===== src/rtl/core_alu_reg.sv =====
// core_alu_reg: 8-bit ALU (binary only) with N/V/Z/C flag generation under
// a per-flag update mask, plus an optional load-enabled output register.
// Define CORE_ALU_OUTPUT_REG_EN to include the register stage; otherwise the
// q outputs mirror the combinational outputs and clock/reset/enable are unused.
module core_alu_reg #(
  parameter logic [7:0] RESET_VALUE = 8'h00
) (
  input  logic       I_clock,
  input  logic       I_reset,
  input  logic       I_enable,
  input  logic [3:0] I_control,
  input  logic [3:0] I_mask_p,
  input  logic [7:0] I_lhs,
  input  logic [7:0] I_rhs,
  input  logic       I_carry,
  input  logic       I_overflow,
  input  logic       I_sign,
  input  logic       I_zero,
  output logic [7:0] O_result,
  output logic       O_carry,
  output logic       O_overflow,
  output logic       O_sign,
  output logic       O_zero,
  output logic [7:0] O_q_result,
  output logic [3:0] O_q_flags
);

  typedef enum logic [3:0] {
    OP_NOP = 4'd0,  OP_ADC = 4'd1,  OP_SBC = 4'd2,  OP_AND = 4'd3,
    OP_ORA = 4'd4,  OP_EOR = 4'd5,  OP_CMP = 4'd6,  OP_ASL = 4'd7,
    OP_LSR = 4'd8,  OP_ROL = 4'd9,  OP_ROR = 4'd10, OP_INC = 4'd11,
    OP_DEC = 4'd12, OP_BIT = 4'd13, OP_LD  = 4'd14, OP_ADD = 4'd15
  } op_e;

  op_e        op;
  logic [7:0] opnd;
  logic       cin;
  logic [8:0] sum;
  logic [7:0] res;
  logic       n_calc, v_calc, z_calc, c_calc;
  logic [3:0] affects; // {N,V,Z,C}

  assign op = op_e'(I_control);

  // Shared adder operand/carry-in selection; INC/DEC reuse it with constants.
  always_comb begin
    opnd = I_rhs;
    cin  = I_carry;
    unique case (op)
      OP_SBC:  opnd = ~I_rhs;
      OP_CMP:  begin opnd = ~I_rhs; cin = 1'b1; end
      OP_INC:  begin opnd = 8'h00;  cin = 1'b1; end
      OP_DEC:  begin opnd = 8'hFF;  cin = 1'b0; end
      OP_ADD:  cin = 1'b0;
      default: ;
    endcase
  end

  assign sum = {1'b0, I_lhs} + {1'b0, opnd} + {8'h00, cin};

  // Result, raw flag values and the set of flags each op affects.
  always_comb begin
    res     = I_lhs;
    c_calc  = sum[8];
    v_calc  = (I_lhs[7] == opnd[7]) && (sum[7] != I_lhs[7]);
    affects = 4'b0000;
    unique case (op)
      OP_NOP: affects = 4'b0000;
      OP_ADC: begin res = sum[7:0]; affects = 4'b1111; end
      OP_SBC: begin res = sum[7:0]; affects = 4'b1111; end
      OP_AND: begin res = I_lhs & I_rhs; affects = 4'b1010; end
      OP_ORA: begin res = I_lhs | I_rhs; affects = 4'b1010; end
      OP_EOR: begin res = I_lhs ^ I_rhs; affects = 4'b1010; end
      OP_CMP: begin res = sum[7:0]; affects = 4'b1011; end
      OP_ASL: begin res = {I_lhs[6:0], 1'b0}; c_calc = I_lhs[7]; affects = 4'b1011; end
      OP_LSR: begin res = {1'b0, I_lhs[7:1]}; c_calc = I_lhs[0]; affects = 4'b1011; end
      OP_ROL: begin res = {I_lhs[6:0], I_carry}; c_calc = I_lhs[7]; affects = 4'b1011; end
      OP_ROR: begin res = {I_carry, I_lhs[7:1]}; c_calc = I_lhs[0]; affects = 4'b1011; end
      OP_INC: begin res = sum[7:0]; affects = 4'b1010; end
      OP_DEC: begin res = sum[7:0]; affects = 4'b1010; end
      OP_BIT: begin res = I_lhs; v_calc = I_rhs[6]; affects = 4'b1110; end
      OP_LD:  begin res = I_rhs; affects = 4'b1010; end
      OP_ADD: begin res = sum[7:0]; affects = 4'b0001; end
      default: ;
    endcase
    n_calc = (op == OP_BIT) ? I_rhs[7] : res[7];
    z_calc = (op == OP_BIT) ? ((I_lhs & I_rhs) == 8'h00) : (res == 8'h00);
  end

  // Flags take the computed value only when affected and unmasked.
  always_comb begin
    O_result   = res;
    O_sign     = (affects[3] && I_mask_p[3]) ? n_calc : I_sign;
    O_overflow = (affects[2] && I_mask_p[2]) ? v_calc : I_overflow;
    O_zero     = (affects[1] && I_mask_p[1]) ? z_calc : I_zero;
    O_carry    = (affects[0] && I_mask_p[0]) ? c_calc : I_carry;
  end

`ifdef CORE_ALU_OUTPUT_REG_EN
  // Output register: reset has priority over load enable.
  always_ff @(posedge I_clock) begin
    if (I_reset) begin
      O_q_result <= RESET_VALUE;
      O_q_flags  <= '0;
    end else if (I_enable) begin
      O_q_result <= O_result;
      O_q_flags  <= {O_sign, O_overflow, O_zero, O_carry};
    end
  end
`else
  logic unused_reg_ctrl;
  assign unused_reg_ctrl = &{1'b0, I_clock, I_reset, I_enable};

  // Register stage absent: q outputs follow the combinational outputs.
  always_comb begin
    O_q_result = O_result;
    O_q_flags  = {O_sign, O_overflow, O_zero, O_carry};
  end
`endif

endmodule


===== config.mk =====
export PLATFORM = sky130hd
export DESIGN_NAME = core_alu_reg
export DESIGN_NICKNAME = d
export VERILOG_FILES = /design/src/rtl/core_alu_reg.sv
export SDC_FILE = /design/constraint.sdc
export NUM_CORES = 1
export LEC_CHECK = 0
export CORE_ASPECT_RATIO = 1.2
export CORE_MARGIN = 1.5
export CORE_UTILIZATION = 51
export DETAILED_ROUTE_END_ITERATION = 10
export PLACE_DENSITY_LB_ADDON = 0.2
export SLEW_MARGIN = 5
export SYNTH_ARGS = -nofsm -noshare
export SYNTH_HDL_FRONTEND = slang
export SYNTH_SLANG_ARGS = --single-unit

===== constraint.sdc =====
create_clock -name vclk -period 6.4
set_clock_uncertainty 0.1 [all_clocks]
set_input_delay 1.28 -clock vclk [all_inputs]
set_output_delay 1.28 -clock vclk [all_outputs]
set_load 0.02 [all_outputs]

==> results.md, run 1 <==
* Post-Syn Area at around 2000 um^2
* Sequential element share of the synthesized area at 0
* Largest net degree at the start of global routing at 33
* Yosys warnings at 0
* Final Hold Fails at 0
* Gp weighted congestion at 0.956
* Final nets at slightly below 400
* Critical Path Start: I_control[3]
* Filler Cell Count at about 350
* Critical path endpoint category: primary output
* Commonest non-fill, non-tap cell in the layout: clkdlybuf4s50_1
* Ratio of cells with drive above 1 in the final layout at 0.185
* Largest family of logic cells by synthesized area: compound AO/OA/AOI/OAI gates
* Multi-input logic area at roughly 1700 um^2
* PD cells at 114 nW/um^2
* Yosys cell types at 62
* Pleak at 0.00117 uW
* GRT Util Overall at 0.314
* Met2 wire length at roughly 3.4 mm
* Highest Clock Rate at 160 MHz
* Initial Utilization at 0.542
* Most frequent cells in the layout: clkdlybuf4s50_1, buf_4, nand2_1
* Initial antenna violation count at 0
* Post-DR vias/cell at between 6 and 7
* WL/cell at 17.2 um
* Post-route ant nets at 0
* Worst vdd ir at between 0.08 and 0.09 mV
* Core area at 3720 um^2
* Number of flip-flops and latches at 0
* Area Growth Syn to Fin at 31.4%
* I/O pin cnt at 55
* Drt initial violations at between 100 and 150
* Top-area cell type share of the netlist area at 0.143
* Die area at between 4000 and 5000 um^2
* Critical path type: input pin to primary output
* Max FO, Critical Path at 5
* Part of the cycle the worst path needs at 0.978
* Total Neg Setup Slack at 0 ns
* Via count at between 2000 and 2500
* Die Ht at 71.9 um
* First-pass GRT wire length at approximately 11 mm
* Yosys top cell by area: ha_1
* Syn avg cell area at roughly 7.2 um^2
* Residual DRC at 0
* Outcome: finished clean
* Hold buffers post-CTS at 0
* Synth Area in XOR/XNOR at 0.0298
* DR top layer: met4
* Max-Cap Viols at 0
* CP Launch Type: input pin
* N_diodes at 0
* Adder-cell share of the synthesized area at 0.163
* Final cell count without fillers at 388
* Minimum clock period at 6.26 ns
* Tot Pwr at 301 uW
* Met3 wire len at about 480 um
* # clk buffers at 0
* Syn nets at around 340
* Slew HR at 0.648
* Vias in the first global route at ~2400
* Post-Syn Instances at 280
* WL met1 at between 2 and 3 mm
* # port buffers at 52
* Final setup viols at 0
* Crit path to: O_q_result[4]
* Hold Path Class: input pin to primary output
* Num rows at 24
* Compound-Gate Fraction of Synth Area at 0.378
* Detailed Route WL at 6.69 mm
* Post-Synth Simple-Gate Area at 0.246
* Data required time of the critical path at approximately 5 ns
* Post-DP HPWL at ~5.2 mm
* Grt ovf at 0
* Die X at around 60 um
* Final Instance Area at 2650 um^2
* Post-placement cell count at between 300 and 400
* Placed Area at between 2000 and 3000 um^2
* Fin. max-slew vios at 0
* Synth top area cells: ha_1, nand2_1, buf_4, o221ai_1, nor2_1
* First-pass DRT Iterations at 4
* Multiplexer area fraction after synthesis at 0.0304
* Worst Max-Slew Pin Slew at 0.523 ns
* RSZ-0062 raised after global routing: true
* Final core utilization at 0.712
* Arrival time worst endpoint at just under 5 ns
* Reg area at 0 um^2
==> cells by family (layout without fill, tap and decap cells) <==
kind of cell | after synthesis | after routing
AND/OR/NAND/NOR | 99 | 99
AO/OA/AOI/OAI | 94 | 94
buffers and inverters | 50 | 106
adder cells (fa/ha/maj) | 25 | 25
XOR/XNOR | 6 | 6
multiplexers | 6 | 6
==> critical path: stages <==
cell	delay (ns)
clkdlybuf4s50_1	0.44
buf_4	0.17
nand2_1	0.11
nor2_1	0.08
nor2_1	0.12
o221ai_2	0.14
fa_2	0.41
fa_1	0.43
a211oi_2	0.25
or3b_2	0.19
nand3_1	0.08
a32oi_1	0.38
buf_4	0.18
clkdlybuf4s50_1	0.61
==> layer usage <==
layer | vias to the layer above | GRT usage
met5 | - | 0
met4 | 0 | 0.0790
met3 | 13 | 0.00357
met2 | 104 | 0.552
met1 | 1130 | 0.417
li1 | 1152 | -
==> synthesized netlist by cell type (3+ instances only) <==
| master | n |
|---|---|
| o21a_1 | 3 |
| inv_1 | 18 |
| nor2b_1 | 5 |
| nand3_1 | 9 |
| nand2b_1 | 5 |
| o22ai_1 | 4 |
| o21ai_0 | 11 |
| a32oi_1 | 5 |
| buf_2 | 5 |
| buf_4 | 15 |
| xor2_1 | 3 |
| ha_1 | 23 |
| o221ai_1 | 12 |
| nor2_1 | 26 |
| a221oi_1 | 3 |
| nand4b_1 | 3 |
| a211o_1 | 3 |
| clkbuf_1 | 3 |
| nand2_1 | 32 |
| buf_6 | 6 |
| mux2i_1 | 5 |
| nand3b_1 | 7 |
| o211ai_1 | 4 |
| a211oi_1 | 3 |
| or2_2 | 3 |
| a21oi_1 | 18 |
==> stage by stage <==
step / setup WS, ns / hold slack, ns
after global placement: -0.117 / 3.54
final: 0.141 / 3.22
after CTS: 0.0351 / 3.33
after global routing: -0.0150 / 3.26
after detailed placement: -0.197 / 3.55
after floorplan: 0.0862 / 2.63
==> worst min-delay path by stage <==
stage,from,end,slack [ns],depth (start not counted)
floorplan,I_zero,O_zero,2.63,2
global placement,I_sign,O_q_flags[3],3.54,4
detailed placement,I_sign,O_sign,3.55,4
CTS,I_sign,O_sign,3.33,4
global route,I_zero,O_zero,3.26,4
finish,I_zero,O_zero,3.22,4
==> where the power goes <==
group	internal, uW	leakage (uW)	total (uW)	switching, uW
sequential	0	0	0	0
clock	0	0	0	0
combinational	141	0.00117	301	160
total	141	0.00117	301	160
==> layout make-up <==
cell class,instances,area share
tap,52,0.0246
multi-input combinational,230,0.650
timing repair buffer,87,0.298
inverter,19,0.0269
==> repair_timing <==
item / in CTS / in global routing
hold endpoints to repair: 0 / 0
gates resized for setup: 4 / 17
setup buffers: 0 / 0
endpoints found under the setup margin: 4 / 12
No activity file was read; power rests on OpenSTA's default activity.
==> run 2, diff against run 1 <==
--- a/config.mk
+++ b/config.mk
@@ -5,7 +5,6 @@
 export SDC_FILE = /design/constraint.sdc
 export NUM_CORES = 1
 export LEC_CHECK = 0
-export CORE_ASPECT_RATIO = 1.2
 export CORE_MARGIN = 1.5
 export CORE_UTILIZATION = 51
 export DETAILED_ROUTE_END_ITERATION = 10
==> constraint.sdc (replaced) <==
create_clock -name vclk -period 7.1
set_clock_uncertainty 0.1 [all_clocks]
set_input_delay 1.42 -clock vclk [all_inputs]
set_output_delay 1.42 -clock vclk [all_outputs]
set_load 0.02 [all_outputs]
==> run 2 against run 1 <==
Power shrank 14%; final area decreased by 5.1%; via count shrank 2.7%; count of clock-buffer cells in the layout is the same; cell count down 5.4%; sequential share of layout area is the same; flip-flop and latch count unchanged; wire length is 6.8% lower; die area barely moved; critical path type unchanged.
==> results.md, run 2 (synthesis results as in run 1) <==
* Post-placement cell count at 367
* Sw frac at 0.544
* Comb power frac at 1.000
* Initial Utilization at 0.543
* Outcome: finished clean
* Max-Cap Viols at 0
* Post-route ant nets at 0
* Sequential power share at 0
* Gp weighted congestion at slightly above 0.9
* Number of flip-flops and latches at 0
* Met3 Usage GRT at 0.0375
* Data required time of the critical path at around 5.6 ns
* Drt initial violations at between 200 and 250
* Initial antenna violation count at 0
* RSZ-0062 raised after global routing: false
* Num rows at 22
* WHS Endpoint: O_sign
* Detailed Route WL at approximately 6.2 mm
* Area Growth Syn to Fin at 24.6%
* GR Util met2 at 0.480
* Worst vdd ir at roughly 0.069 mV
* Residual DRC at 0
* Slew HR at 0.714
* Max FO, Critical Path at 5
* Die X at 65.9 um
* Setup WS post-layout at 0.325 ns
* Reg area at 0 um^2
* First-pass GRT wire length at roughly 10 mm
* WL/cell at 17.0 um
* Filler Cell Count at around 330
* Final cell count without fillers at between 300 and 400
* Ratio of cells with drive above 1 in the final layout at 0.125
* Vias in the first global route at 2083
* Hold path cells at 4
* Clk pwr share at 0
* Die Ht at 65.9 um
* Minimum clock period at approximately 6.8 ns
* Part of the cycle the worst path needs at 0.954
* Hold Path Class: input pin to primary output
* Int Pwr at ~120 uW
* Pleak at around 0.0010 uW
* Largest net degree at the start of global routing at 35
* Post-DP HPWL at 4.72 mm
* Hold buffers post-CTS at 0
* Final Hold Fails at 0
* Via count at between 2000 and 2500
* Critical path type: input pin to primary output
* Min-delay src: I_sign
* Final nets at about 380
* Worst Max-Slew Pin Slew at approximately 0.43 ns
* Critical path endpoint category: primary output
* Fin. max-slew vios at 0
* PD cells at between 100 and 150 nW/um^2
* I/O pin cnt at between 50 and 60
* Commonest non-fill, non-tap cell in the layout: clkdlybuf4s50_1
* Grt ovf at 0
* Gr busiest metal: met2
* Highest Clock Rate at between 100 and 150 MHz
* Final core utilization at 0.676
* CP Launch Type: input pin
* Most frequent cells in the layout: clkdlybuf4s50_1, nand2_1, nor2_1
* Die area at 4340 um^2
* Hold_ws at around 3.5 ns
* GRT Util Overall at 0.288
* N_diodes at 0
* Arrival time worst endpoint at ~5.3 ns
* Total Neg Setup Slack at 0 ns
* P_sw at between 100 and 150 uW
* # clk buffers at 0
* First-pass DRT Iterations at 5
* # port buffers at 52
* Final setup viols at 0
* Core area at about 3700 um^2
* Place WS at ~0.14 ns
* Met1 Use GR at 0.402
* Post-DR vias/cell at between 6 and 7
* Multi-input logic area at roughly 1700 um^2
==> run 2: cell types whose count changed in the layout (fill, tap and decap cells not counted), sizes merged <==
| cell | before | now |
|---|---|---|
| buf | 36 | 18 |
| dlymetal6s2s | 8 | 4 |
| clkdlybuf4s50 | 40 | 48 |
| dlygate4sd2 | 2 | 0 |
| clkbuf | 1 | 0 |
==> run 2: through the flow <==
stage / total power (uW) / cell area [um^2]
after global routing: 277 / 2510
after floorplan: 172 / 2020
final: 258 / 2510
after detailed placement: 252 / 2500
after global placement: 249 / 2500
after CTS: 254 / 2500
==> run 2: power by group through the flow <==
stage	sequential [uW]	combinational (uW)	clock, uW
floorplan	0	172	0
global placement	0	249	0
detailed placement	0	252	0
CTS	0	254	0
global route	0	277	0
finish	0	258	0
==> run 2: cell type report <==
cell class / count / area share
tap: 48 / 0.0239
timing repair buffer: 70 / 0.265
inverter: 19 / 0.0284
multi-input combinational: 230 / 0.683
==> run 2: what timing repair did <==
| action | CTS | global route |
|---|---|---|
| setup endpoints to repair | 0 | 4 |
| buffers inserted | 0 | 0 |
| resized for setup | 0 | 5 |
==> run 2: worst max path at each step <==
stage,startpoint,endpoint,slack [ns],cells after the start
finish,I_control[0],O_q_result[7],0.33,14
global placement,I_control[0],O_sign,0.22,15
global route,I_control[3],O_carry,0.11,15
floorplan,I_control[1],O_q_flags[3],0.51,14
detailed placement,I_control[0],O_q_flags[3],0.14,15
CTS,I_control[0],O_q_flags[3],0.12,15
==> run 2: critical path: stages <==
cell	delay [ns]
clkdlybuf4s50_1	0.48
inv_1	0.11
nand2_1	0.06
or2_2	0.37
buf_4	0.18
o221ai_1	0.30
ha_1	0.30
a211o_1	0.32
a211oi_4	0.31
o31ai_4	0.14
xnor2_1	0.16
a221oi_2	0.32
buf_4	0.19
clkdlybuf4s50_1	0.59
==> run 2: routing by layer <==
layer	vias to the layer above	part of all wire
met5	-	0
met4	0	0.011
met3	7	0.082
met2	110	0.46
met1	1099	0.45
li1	1118	-
==> run 3, diff against run 2 <==
--- a/config.mk
+++ b/config.mk
@@ -5,8 +5,8 @@
 export SDC_FILE = /design/constraint.sdc
 export NUM_CORES = 1
 export LEC_CHECK = 0
-export CORE_MARGIN = 1.5
-export CORE_UTILIZATION = 51
+export ABC_AREA = 1
+export CORE_UTILIZATION = 50
 export DETAILED_ROUTE_END_ITERATION = 10
 export PLACE_DENSITY_LB_ADDON = 0.2
 export SLEW_MARGIN = 5
==> run 3 against run 2 <==
Cell count up 18%; synthesized cell count is 24% higher; via count down 3.0%; first-iteration DRC count shrank 43%; non-clock buffer count shrank 16; flip-flop and latch count is the same; critical path depth increased by 4; maximum frequency increased by 2.7%; count of clock-buffer cells in the layout unchanged; largest power group unchanged; highest routed layer unchanged; critical endpoint is now O_carry; die area is 12% lower; critical path type unchanged.
==> results.md, run 3 <==
* Critical Path Start: I_control[3]
* Number of flip-flops and latches at 0
* Area Growth Syn to Fin at 28.6%
* Post-Syn Instances at around 350
* CP Launch Type: input pin
* Final Instance Area at 2290 um^2
* Met2 wire length at 2.69 mm
* Post-DR vias/cell at approximately 5.2
* Max FO, Critical Path at 8
* Comb power frac at 1.000
* Final nets at about 450
* Reg area at 0 um^2
* # clk buffers at 0
* Synth top area cells: nand2_1, ha_1, inv_1, nor2_1, nand3_1
* Die X at approximately 60 um
* Hold Path Class: input pin to primary output
* Yosys warnings at 0
* Gp weighted congestion at ~0.96
* Hold_ws at 3.51 ns
* Critical path endpoint category: primary output
* Highest Clock Rate at between 150 and 200 MHz
* # port buffers at 52
* Via count at roughly 2300
* Minimum clock period at approximately 6.6 ns
* Part of the cycle the worst path needs at 0.930
* Crit path to: O_carry
* Total Neg Setup Slack at 0 ns
* DR top layer: met4
* Residual DRC at 0
* PD cells at between 90 and 100 nW/um^2
* Final setup viols at 0
* WL/cell at roughly 13 um
* Commonest non-fill, non-tap cell in the layout: nand2_1
* First-pass GRT wire length at between 8 and 9 mm
* Die area at between 3000 and 4000 um^2
* Fin. max-slew vios at 0
* Sequential power share at 0
* Post-DP HPWL at 4.67 mm
* Synth top cells by count: nand2_1, inv_1, nor2_1, ha_1, nand3_1
* GRT Util Overall at 0.306
* Post-route ant nets at 0
* Most frequent cells in the layout: nand2_1, inv_1, clkdlybuf4s50_1
* Critical path type: input pin to primary output
* Int Pwr at roughly 93 uW
* Ratio of cells with drive above 1 in the final layout at 0.0490
* N_diodes at 0
* Grt ovf at 0
* Syn nets at ~400
* WL met1 at 2.38 mm
* Arrival time worst endpoint at 5.08 ns
* I/O pin cnt at 55
* Max-Cap Viols at 0
* Vias in the first global route at 1925
* Largest net degree at the start of global routing at 10
* Post-Syn Area at 1780 um^2
* Yosys cell types at 26
* Placed Area at 2280 um^2
* Top-count cell post-synth: nand2_1
* Top-area cell type share of the netlist area at 0.253
* Detailed Route WL at approximately 5.7 mm
* Initial antenna violation count at 0
* Sw frac at 0.577
* Sequential element share of the synthesized area at 0
* Drt initial violations at 140
* Core area at between 3000 and 4000 um^2
* P_sw at between 100 and 150 uW
* Num rows at 21
* Worst Max-Slew Pin Slew at roughly 0.63 ns
* Clk pwr share at 0
* RSZ-0062 raised after global routing: false
* Die Ht at just over 60 um
* Data required time of the critical path at roughly 5.6 ns
* Slew HR at 0.576
* First-pass DRT Iterations at 4
* Syn avg cell area at between 5 and 6 um^2
* Initial Utilization at 0.529
* Final Hold Fails at 0
* Worst vdd ir at 0.0518 mV
* Met3 wire len at 466 um
* Outcome: finished clean
* Yosys top cell by area: nand2_1
* Hold buffers post-CTS at 0
* Pleak at ~0.0013 uW
[run 3: cell count changes after synthesis, moves of 6 or more]
cell,change
nand2_1,+88
buf_6,-6
inv_1,+39
o221ai_1,-12
nand2_2,+6
nor2_1,+12
nand3_1,+13
[run 3: layout make-up]
cell class / instances / area (um^2)
Fill cell: 344 / 1080
Timing Repair Buffer: 54 / 541
Tap cell: 46 / 57.6
Inverter: 59 / 221
Multi-Input combinational cell: 275 / 1470
[run 3: per-layer routing]
layer / vias to the layer above / GRT usage
met5: - / 0
met4: 0 / 0.0984
met3: 12 / 0.0336
met2: 87 / 0.518
met1: 994 / 0.403
li1: 1171 / -
[run 3: through the flow]
stage / total power, uW / instances / worst slack [ns] / utilization
after floorplan: 142 / 346 / 0.999 / -
after global placement: 215 / 434 / 0.300 / 0.679
after detailed placement: 218 / 434 / 0.267 / 0.679
after CTS: 219 / 434 / 0.255 / 0.679
after global routing: 241 / 434 / 0.255 / 0.680
final: 220 / 434 / 0.500 / 0.680
[run 3: timing repair]
action | 4_1_cts | 5_1_grt
setup endpoints to repair | 0 | 2
buffers inserted | 0 | 0
resized for setup | 0 | 2
[run 3: cells by family after synthesis]
| kind of cell | Yosys count | synth area share |
|---|---|---|
| AND/OR/NAND/NOR | 206 | 0.494 |
| AO/OA/AOI/OAI | 43 | 0.142 |
| adder cells (fa/ha/maj) | 25 | 0.184 |
| buffers and inverters | 71 | 0.175 |
| XOR/XNOR | 1 | 0.00492 |
[run 3: worst min path at each step]
stage | endpoint | slack [ns] | cells past startpoint | start
floorplan | O_sign | 2.93 | 2 | I_sign
global placement | O_q_flags[3] | 3.78 | 4 | I_sign
detailed placement | O_sign | 3.78 | 4 | I_sign
CTS | O_sign | 3.78 | 4 | I_sign
global route | O_q_flags[1] | 3.55 | 6 | I_zero
finish | O_zero | 3.51 | 6 | I_zero
[run 3: power groups by stage]
| stage | clock network [uW] | registers (uW) | logic (uW) |
|---|---|---|---|
| 2_1_floorplan | 0 | 0 | 142 |
| 3_3_place_gp | 0 | 0 | 215 |
| 3_5_place_dp | 0 | 0 | 218 |
| 4_1_cts | 0 | 0 | 219 |
| 5_1_grt | 0 | 0 | 241 |
| 6_report | 0 | 0 | 220 |
[run 3: worst max-delay path: stages]
cell	delay, ns
clkdlybuf4s50_1	0.53
nand2_2	0.16
inv_1	0.09
nand2_1	0.10
inv_1	0.17
a21oi_1	0.15
o21ai_0	0.12
fa_1	0.48
fa_1	0.42
nand2_1	0.08
nand3_1	0.11
nand3b_1	0.14
nand2_1	0.06
nand2_1	0.07
a21oi_1	0.10
o21ai_0	0.17
a41oi_1	0.15
clkdlybuf4s50_1	0.57
